`src/rtl/leg_fetch_pkg.sv`:
```
// LEG instruction fetch: shared types and constants.
// State encoding and byte-lane names for the 4-byte instruction word.
package leg_fetch_pkg;

  typedef enum logic [1:0] {
    START = 2'd0,
    FETCH = 2'd1,
    HOLD  = 2'd2
  } fetch_state_e;

  localparam int INSTR_BYTES = 4;

  localparam logic [1:0] IDX_OP   = 2'd0;
  localparam logic [1:0] IDX_ARG1 = 2'd1;
  localparam logic [1:0] IDX_ARG2 = 2'd2;
  localparam logic [1:0] IDX_DEST = 2'd3;

endpackage

```
`src/rtl/leg_instruction_fetch.sv`:
```
// LEG front end: owns the PC, fetches 4 bytes per instruction
// from byte-wide memory and hands the word to decode.
module leg_instruction_fetch
  import leg_fetch_pkg::*;
#(
  parameter int ADDR_WIDTH = 8
) (
  input  logic                  clk,
  input  logic                  rst,
  output logic                  mem_req,
  output logic [ADDR_WIDTH-1:0] mem_addr,
  input  logic [7:0]            mem_rdata,
  input  logic                  mem_ack,
  input  logic                  pc_load,
  input  logic [ADDR_WIDTH-1:0] pc_target,
  output logic                  instr_valid,
  input  logic                  instr_ready,
  output logic [7:0]            op_code,
  output logic [7:0]            arg1,
  output logic [7:0]            arg2,
  output logic [7:0]            dest,
  output logic [ADDR_WIDTH-1:0] instr_pc,
  output logic [ADDR_WIDTH-1:0] pc
);

  fetch_state_e state_q, state_d;
  logic [1:0] idx_q, idx_d;
  logic [ADDR_WIDTH-1:0] base_q, base_d;
  logic [ADDR_WIDTH-1:0] ipc_q, ipc_d;
  // bytes 0..2 of the word in flight, hidden until byte 3 lands
  logic [7:0] p_op_q, p_op_d;
  logic [7:0] p_a1_q, p_a1_d;
  logic [7:0] p_a2_q, p_a2_d;
  // presented instruction fields
  logic [7:0] op_q, op_d;
  logic [7:0] a1_q, a1_d;
  logic [7:0] a2_q, a2_d;
  logic [7:0] dst_q, dst_d;

  // Next-state, capture and PC update; redirect overrides all.
  always_comb begin
    state_d = state_q;
    idx_d   = idx_q;
    base_d  = base_q;
    ipc_d   = ipc_q;
    p_op_d  = p_op_q;
    p_a1_d  = p_a1_q;
    p_a2_d  = p_a2_q;
    op_d    = op_q;
    a1_d    = a1_q;
    a2_d    = a2_q;
    dst_d   = dst_q;
    unique case (state_q)
      START: state_d = FETCH;
      FETCH: begin
        if (mem_ack) begin
          idx_d = idx_q + 2'd1;
          unique case (idx_q)
            IDX_OP:   p_op_d = mem_rdata;
            IDX_ARG1: p_a1_d = mem_rdata;
            IDX_ARG2: p_a2_d = mem_rdata;
            IDX_DEST: begin
              op_d    = p_op_q;
              a1_d    = p_a1_q;
              a2_d    = p_a2_q;
              dst_d   = mem_rdata;
              ipc_d   = base_q;
              idx_d   = 2'd0;
              state_d = HOLD;
            end
            default: ;
          endcase
        end
      end
      HOLD: begin
        if (instr_ready) begin
          base_d  = base_q + ADDR_WIDTH'(INSTR_BYTES);
          state_d = FETCH;
        end
      end
      default: state_d = START;
    endcase
    if (pc_load) begin
      base_d  = pc_target;
      idx_d   = 2'd0;
      state_d = FETCH;
      ipc_d   = ipc_q;
      p_op_d  = p_op_q;
      p_a1_d  = p_a1_q;
      p_a2_d  = p_a2_q;
      op_d    = op_q;
      a1_d    = a1_q;
      a2_d    = a2_q;
      dst_d   = dst_q;
    end
  end

  // State and datapath registers, cleared asynchronously.
  always_ff @(posedge clk or posedge rst) begin
    if (rst) begin
      state_q <= START;
      idx_q   <= 2'd0;
      base_q  <= '0;
      ipc_q   <= '0;
      p_op_q  <= 8'd0;
      p_a1_q  <= 8'd0;
      p_a2_q  <= 8'd0;
      op_q    <= 8'd0;
      a1_q    <= 8'd0;
      a2_q    <= 8'd0;
      dst_q   <= 8'd0;
    end else begin
      state_q <= state_d;
      idx_q   <= idx_d;
      base_q  <= base_d;
      ipc_q   <= ipc_d;
      p_op_q  <= p_op_d;
      p_a1_q  <= p_a1_d;
      p_a2_q  <= p_a2_d;
      op_q    <= op_d;
      a1_q    <= a1_d;
      a2_q    <= a2_d;
      dst_q   <= dst_d;
    end
  end

  // Memory request is live only while fetching.
  always_comb begin
    mem_req  = 1'b0;
    mem_addr = '0;
    if (state_q == FETCH) begin
      mem_req  = 1'b1;
      mem_addr = base_q + ADDR_WIDTH'(idx_q);
    end
  end

  assign instr_valid = (state_q == HOLD);
  assign op_code     = op_q;
  assign arg1        = a1_q;
  assign arg2        = a2_q;
  assign dest        = dst_q;
  assign instr_pc    = ipc_q;
  assign pc          = base_q;

endmodule

```
`config.mk`:
```
export PLATFORM = sky130hd
export DESIGN_NAME = leg_instruction_fetch
export DESIGN_NICKNAME = d
export VERILOG_FILES = /design/src/rtl/leg_fetch_pkg.sv /design/src/rtl/leg_instruction_fetch.sv
export SDC_FILE = /design/constraint.sdc
export NUM_CORES = 1
export LEC_CHECK = 0
export CORE_MARGIN = 2
export CORE_UTILIZATION = 35
export DETAILED_ROUTE_END_ITERATION = 8
export PLACE_DENSITY = 0.61
export SLEW_MARGIN = 10
export SYNTH_ARGS = -nofsm -noshare
export SYNTH_HDL_FRONTEND = slang
export SYNTH_SLANG_ARGS = --single-unit
```
`constraint.sdc`:
```
create_clock -name clk -period 5.7 [get_ports clk]
set_input_delay 0.855 -clock clk [delete_from_list [all_inputs] [get_ports clk]]
set_output_delay 0.855 -clock clk [all_outputs]
set_load 0.01 [all_outputs]
```
==> run summary, run 1 <==
The flow ran to the end, and the final reports show no timing, DRC or antenna violations. In this run, flip-flops and latches consume 50.6% of the power. The type of element capturing the critical path is a primary output.

For this run, the total global-route usage over all layers was measured as 14.0%. The area enclosed by the die boundary came out at 0.00998 mm². The cell area after technology mapping is 0.00322 mm². The type of element launching the critical path is a register. After detailed routing, the average wire length per cell comes to 16.0 µm. The clock slew at the register clock pins of the worst setup and hold paths came out at 70 ps.

For the pin with the worst max-slew slack, the measured transition is 949 ps. Port buffering added 78 buffers. The maximum operating frequency came out at 308 MHz. For this design, the CTS-stage hold fixing added 0 buffers. Of all nets on the critical path, the largest fanout is 6. The number of I/O pins is 79. Clock tree synthesis inserted a total of 9 buffers. The post-CTS setup-driven buffer insertion count is 0. The path class of the tightest hold or removal check is reg -> reg. The arrival time of the worst setup path came out at 2390 ps. VDD sags by at most 0.174 mV. The level count of the clock H-tree is 3. By area the synthesized netlist is led by sky130_fd_sc_hd__dfrtp_1 (59%), sky130_fd_sc_hd__mux2_2 (23%), sky130_fd_sc_hd__ha_1 (2.7%), sky130_fd_sc_hd__buf_6 (1.4%), sky130_fd_sc_hd__a21oi_1 (1.2%). The switching power is 334 µW.

The placeable core region came out at 0.00881 mm². The wire length of the first global-routing pass came out at 10.8 mm. Synthesis produced a netlist whose cell count is 227. After layout, the design draws a total of 1.35 mW.

The count of distinct cell types in the synthesized netlist came out at 29. The setup skew after layout is 5.83 ps. The number of antenna-violating nets in the routed design came out at 0. In this run the static leakage power is 1.95 nW. The post-synthesis to final-layout area growth came out at 32.9%. Subtracting the final worst setup slack from the clock period gives 3240 ps. The number of antenna violations at the first check in global routing was 0. The routability-driven placement congestion ratio is 0.764. The reported max-cap violation count is 0. The later-pin clock latency in the skew report is 330 ps. The synthesis warning total came out at 0.

The final route contains 2,080 vias. TritonCTS built the clock tree. The repair_antennas step left the layout with diodes totalling 0. The sum of negative setup slack is 0 ps. The mean number of vias per cell is 4.91. The ratio of final minimum period to clock period came out at 56.9%. Combinational cells account for 20.6% of the total power. The largest area contributor in the synthesized netlist is sky130_fd_sc_hd__dfrtp_1.

The count of state elements after synthesis came out at 76. At the worst endpoint, the required time is 4850 ps. The total congestion overflow after global routing came out at 0.

The maximum root-to-sink buffer count is 2. The worst relative slew slack is 36.7%. In this run the vertical extent of the chip is 99.9 µm. The critical path is of the reg -> out type. The DRC marker count from the first detailed-route iteration is 110. Dividing total power by cell area gives a power density of 317 mW/mm². The HPWL after detailed placement is 4.47 mm.

Measured along the x axis, the die boundary spans 99.9 µm. The number of rows created at floorplan is 34. The via count of the first global-routing pass is 2,078.

The final count of pins violating max slew is 0. The proportion of netlist area held by the largest area contributor is 59.1%. The number of hold-slack violations in the final timing report came out at 0. The cell depth of the worst min-delay path came out at 1.

The number of cells on the worst reg-to-reg path is 3. The post-synthesis area per instance came out at 14.2 µm². The share of total power in the clock network is 28.8%. The sequential-to-total area share from yosys stat came out at 59.1%.

The final net count is 341. The maximum number of pins on one net before global-route repair came out at 77. The number of nets produced by synthesis came out at 256. The cell sitting at the root of the clock tree is a sky130_fd_sc_hd__clkbuf_8. The first detailed-routing pass took 4 iterations. The layout cell share with drive strength beyond 1 came out at 27.2%.

The cell-internal power came out at 1.02 mW. The initial utilization of the core area, before any placement, comes to 36.5%. The number of failing setup endpoints in the final timing report came out at 0. Post-CTS repair changed the size of 0 cells.

The CTS sink count is 76. The DRC violation count after routing came out at 0. The fraction of power spent switching nets came out at 24.7%. The overall routed net length came out at 6.77 mm.

Setup repair after global routing left no endpoint under its margin.
==> cell usage after synthesis <==
cell and count:
sky130_fd_sc_hd__dfrtp_1 76, sky130_fd_sc_hd__mux2_2 66, sky130_fd_sc_hd__nand2_1 10, sky130_fd_sc_hd__a21oi_1 8, sky130_fd_sc_hd__inv_1 8, sky130_fd_sc_hd__ha_1 7
sky130_fd_sc_hd__o21ai_0 7, sky130_fd_sc_hd__nor2_1 5, sky130_fd_sc_hd__or3_1 5, sky130_fd_sc_hd__buf_6 4, sky130_fd_sc_hd__nand3_1 4, sky130_fd_sc_hd__nand2_2 3
sky130_fd_sc_hd__or4_1 3, sky130_fd_sc_hd__a31oi_1 2, sky130_fd_sc_hd__and2_1 2, sky130_fd_sc_hd__o31ai_1 2, sky130_fd_sc_hd__xnor2_1 2, sky130_fd_sc_hd__xor2_1 2
sky130_fd_sc_hd__and4bb_4 1, sky130_fd_sc_hd__clkbuf_1 1, sky130_fd_sc_hd__fa_1 1, sky130_fd_sc_hd__mux2i_1 1, sky130_fd_sc_hd__nand2_4 1, sky130_fd_sc_hd__nand3b_1 1
sky130_fd_sc_hd__nand3b_2 1, sky130_fd_sc_hd__nand4b_1 1, sky130_fd_sc_hd__o211ai_1 1, sky130_fd_sc_hd__o22ai_1 1, sky130_fd_sc_hd__o41ai_1 1
==> power by group through the flow <==
stage	sequential [mW]	clock, mW	combinational [mW]
2_1_floorplan	0.703	0	0.120
3_3_place_gp	0.694	0	0.277
3_5_place_dp	0.696	0	0.283
4_1_cts	0.686	0.408	0.284
5_1_grt	0.699	0.432	0.304
6_report	0.685	0.390	0.279
==> through the flow <==
step                      util, %  hold slack (ps)  cells  setup WS (ps)  area, µm²
after global placement       46.5              481    409           2680       4090
after global routing         48.6              519    424           2270       4280
after detailed placement     46.5              489    409           2650       4090
final                        48.6              497    424           2460       4280
after floorplan                 -              475    227           2910       3220
after CTS                    48.6              507    424           2430       4280
==> critical path, cell delays in order, from the launching register on <==
cell and delay (ps):
sky130_fd_sc_hd__dfrtp_1 460, sky130_fd_sc_hd__ha_1 310, sky130_fd_sc_hd__a21oi_1 140, sky130_fd_sc_hd__or4_1 420
sky130_fd_sc_hd__a21oi_1 170, sky130_fd_sc_hd__clkdlybuf4s50_1 560
==> cells by family after synthesis <==
family	share of synthesized area, %
muxes	23.4
DFF	59.1
adders and majority gates	3.34
buffers and inverters	2.45
xor gates and xnor gates	1.09
and+or+nand+nor	6.73
AOI/OAI and AO/OA	3.89
==> placed cells by master (no fill, tap or decap) <==
cell type	count
sky130_fd_sc_hd__clkdlybuf4s50_1	78
sky130_fd_sc_hd__dfrtp_1	76
sky130_fd_sc_hd__mux2_2	66
sky130_fd_sc_hd__nand2_1	10
sky130_fd_sc_hd__clkbuf_8	10
sky130_fd_sc_hd__a21oi_1	8
sky130_fd_sc_hd__inv_1	7
sky130_fd_sc_hd__o21ai_0	7
sky130_fd_sc_hd__ha_1	7
sky130_fd_sc_hd__nor2_1	5
sky130_fd_sc_hd__or3_1	5
sky130_fd_sc_hd__nand3_1	4
sky130_fd_sc_hd__nand2_2	3
sky130_fd_sc_hd__or4_1	3
sky130_fd_sc_hd__clkbuf_1	3
sky130_fd_sc_hd__o31ai_1	2
sky130_fd_sc_hd__a31oi_1	2
sky130_fd_sc_hd__xnor2_1	2
sky130_fd_sc_hd__xor2_1	2
sky130_fd_sc_hd__and2_1	2
sky130_fd_sc_hd__clkinv_2	2
sky130_fd_sc_hd__and4bb_4	1
sky130_fd_sc_hd__nand2_4	1
sky130_fd_sc_hd__nand3b_2	1
sky130_fd_sc_hd__mux2i_1	1
sky130_fd_sc_hd__nand4b_1	1
sky130_fd_sc_hd__o211ai_1	1
sky130_fd_sc_hd__nand3b_1	1
sky130_fd_sc_hd__o22ai_1	1
sky130_fd_sc_hd__o41ai_1	1
sky130_fd_sc_hd__fa_1	1
sky130_fd_sc_hd__bufinv_16	1
sky130_fd_sc_hd__buf_4	1
==> metal layers <==
metal	share of wire, %	routed length [µm]	track usage [%]
met1	49	3300	19.8
met4	0.52	35	4.11
met2	44	2970	20.8
met5	0	0	0
met3	6.8	460	4.39
==> path summary, 6_finish.rpt <==
path                                 from          end  slack [ps]
worst max-delay path             idx_q[1]  mem_addr[7]        2460
worst min-delay path            p_a1_q[5]      arg1[5]         500
worst min register to register  p_a1_q[5]      arg1[5]         500
min in group asynchronous             rst        pc[2]        1120
worst max register to register   idx_q[0]   op_code[3]        3990
max in group asynchronous             rst      dest[7]        3950
==> layout make-up <==
type,count,area (µm²)
Sequential cell,76,1900
Clock inverter,2,35.0
Tap cell,108,135
Inverter,8,31.3
Fill cell,780,4530
Timing Repair Buffer,79,788
Multi-Input combinational cell,138,1240
Clock buffer,13,149
==> registers in the layout, summed over array words and instances, names as in the netlist <==
name and count:
p_a2_q 8, arg2 8, dest 8, idx_q 2, arg1 8, state_q 2
pc 8, instr_pc 8, op_code 8, p_op_q 8, p_a1_q 8
No activity file was read; power rests on OpenSTA's default activity.
==> inputs of run 2 (changes only) <==
Clock period 5.7 ns to 3.1 ns, I/O delays scaled along.
==> run summary, run 2 (synthesis results as in run 1) <==
Between clock sinks in the finished design, the worst skew comes to 11.8 ps. The run finished with clean final reports. The overall routing resource usage came out at 14.4%. The static leakage is 1.98 nW.

By startpoint and endpoint, the worst setup path is classified as reg -> out. The maximum operating frequency came out at 352 MHz. The CTS sink count came out at 76. The HPWL after detailed placement is 4.64 mm.

The slack of the worst reg-to-reg path is 1380 ps. The worst flop-to-flop path endpoint is arg1[5]. The number of iterations in the first detailed-routing pass is 5.

The post-place instance area is 0.00411 mm². Across the run, the number of max-cap violations was 0. Setup repair after global routing left no endpoint under its margin. The number of antenna diodes came out at 0. The die is 99.9 µm wide.

After detailed routing, the total wire length is 6.73 mm. The area enclosed by the die boundary came out at 0.00998 mm². TritonCTS built the clock tree. The later-pin clock latency in the skew report is 340 ps.

The clock slew at the register clock pins of the worst setup and hold paths came out at 90 ps. After the first detailed-routing iteration, the DRC count stood at 42. The DRC violation count after routing came out at 0. Summed over all failing endpoints, the final setup total negative slack is 0 ps. The filler cells instantiated in the layout total 792. The layout cell share with drive strength beyond 1 is 28.8%. Once layout is done, the placed cells without fillers occupy 0.00434 mm².

The final critical path time including I/O delays and setup came out at 2840 ps. The number of cells on the worst reg-to-reg path is 3. The total overflow left after global routing is 0. The number of antenna violations at the first check in global routing was 0. The maximum number of pins on one net before global-route repair is 42. The worst setup path is captured at a primary output. The total chip power is 2.64 mW. The ratio of final minimum period to clock period is 91.5%. The worst setup path is launched from a register. The arrival time of the worst setup path is 2370 ps. The placeable core region is 0.00881 mm². The first global-routing pass estimated 11.3 mm of wire. Relative to the synthesized area, the layout overhead comes to 34.9%. The mean number of vias per cell came out at 4.95. The clock tree synthesis step divided the H-tree into 3 levels.

The number of failing setup endpoints in the final timing report is 0. The worst hold-check slack came out at 443 ps. Power spread over the standard cell area amounts to 607 mW/mm². The number of hold-slack violations in the final timing report came out at 0. The top cell types in the final layout, fill and taps aside, are sky130_fd_sc_hd__clkdlybuf4s50_1 (78), sky130_fd_sc_hd__dfrtp_1 (76), sky130_fd_sc_hd__mux2_2 (66). The library cell used most frequently in the layout, excluding fill and tap cells, is sky130_fd_sc_hd__clkdlybuf4s50_1. The via count is 2,115. The number of buffers inserted by port buffering is 78. The final count of pins violating max slew is 0. The maximum root-to-sink buffer count came out at 2. The via count of the first global-routing pass was 2,242.

In this run the worst hold path is classified as in -> async. The post-CTS resize count came out at 0. The startpoint identified for the worst register-to-register timing path is idx_q[1]. The number of antenna-violating nets in the routed design came out at 0. The measured slew at the worst slew-check pin came out at 580 ps. The number of rows created at floorplan came out at 34. The worst relative slew slack is 61.3%. The worst ir drop on vdd came out at 0.330 mV. The pre-CTS setup slack came out at 644 ps. The endpoint required time on the critical path is 2630 ps.

The tree is rooted in a sky130_fd_sc_hd__clkbuf_8. After clock tree synthesis, the flow added hold-fix buffers numbering 0. The final routed wire length divided by cell count is 15.8 µm. The post-CTS setup-driven buffer insertion count came out at 0. At the end of routability-driven placement, the weighted congestion stood at 0.826. At the end of the flow, the number of nets in the layout was 343. The setup slack after layout came out at 263 ps. The largest fanout on the critical path is 6. The initial core utilization came out at 36.5%. The number of buffers added by the clock tree synthesis step is 9.

The die span in y came out at 99.9 µm. The number of I/O pins is 79.
==> run 2: cell count changes in the layout (fill, tap and decap cells not counted), sizes merged <==
cell / previous run / this run
clkbuf: 13 / 10
buf: 1 / 3
inv: 7 / 9
bufinv: 1 / 2
clkinvlp: 0 / 1
==> run 2: final cells by class <==
| type | instances | area, µm² | share of cell area [%] |
|---|---|---|---|
| clock buffer | 10 | 138 | 3.17 |
| tap | 108 | 135 | 3.11 |
| sequential | 76 | 1900 | 43.8 |
| multi-input combinational | 138 | 1240 | 28.5 |
| inverter | 8 | 31.3 | 0.721 |
| timing repair buffer | 81 | 803 | 18.5 |
| clock inverter | 6 | 93.8 | 2.16 |
==> run 2: per-stage QoR <==
| step | instances | util, % |
|---|---|---|
| 2_1_floorplan | 227 | - |
| 4_1_cts | 427 | 49.3 |
| 3_3_place_gp | 411 | 46.7 |
| 5_1_grt | 427 | 49.3 |
| 3_5_place_dp | 411 | 46.7 |
| 6_report | 427 | 49.3 |
==> run 2: power by group <==
group	leakage, nW	internal, mW	total [mW]	switching, mW
clock	0.113	0.483	0.862	0.380
combinational	0.886	0.325	0.516	0.191
sequential	0.984	1.16	1.26	0.0964
==> run 2: worst max path at each step <==
| stage | startpoint | end | slack, ps | cells past startpoint |
|---|---|---|---|---|
| global placement | idx_q[1] | mem_addr[7] | 680 | 5 |
| detailed placement | pc[1] | mem_addr[7] | 640 | 5 |
| floorplan | rst | arg1[0] | 700 | 1 |
| finish | idx_q[1] | mem_addr[7] | 260 | 5 |
| global route | idx_q[1] | mem_addr[7] | 80 | 5 |
| CTS | pc[1] | mem_addr[7] | 250 | 5 |
==> run 2: worst max-delay path, cell delays in order (launching register included) <==
cell	delay, ps
sky130_fd_sc_hd__dfrtp_1	460
sky130_fd_sc_hd__ha_1	310
sky130_fd_sc_hd__a21oi_1	120
sky130_fd_sc_hd__or4_1	420
sky130_fd_sc_hd__a21oi_1	170
sky130_fd_sc_hd__clkdlybuf4s50_1	560
==> run 2: routing by layer <==
| metal | global-route usage [%] | vias up | part of all wire, % |
|---|---|---|---|
| li1 | - | 981 | - |
| met1 | 19.8 | 1054 | 48 |
| met2 | 21.6 | 76 | 45 |
| met3 | 5.85 | 4 | 7.3 |
| met4 | 3.27 | 0 | 0.37 |
| met5 | 0 | - | 0 |
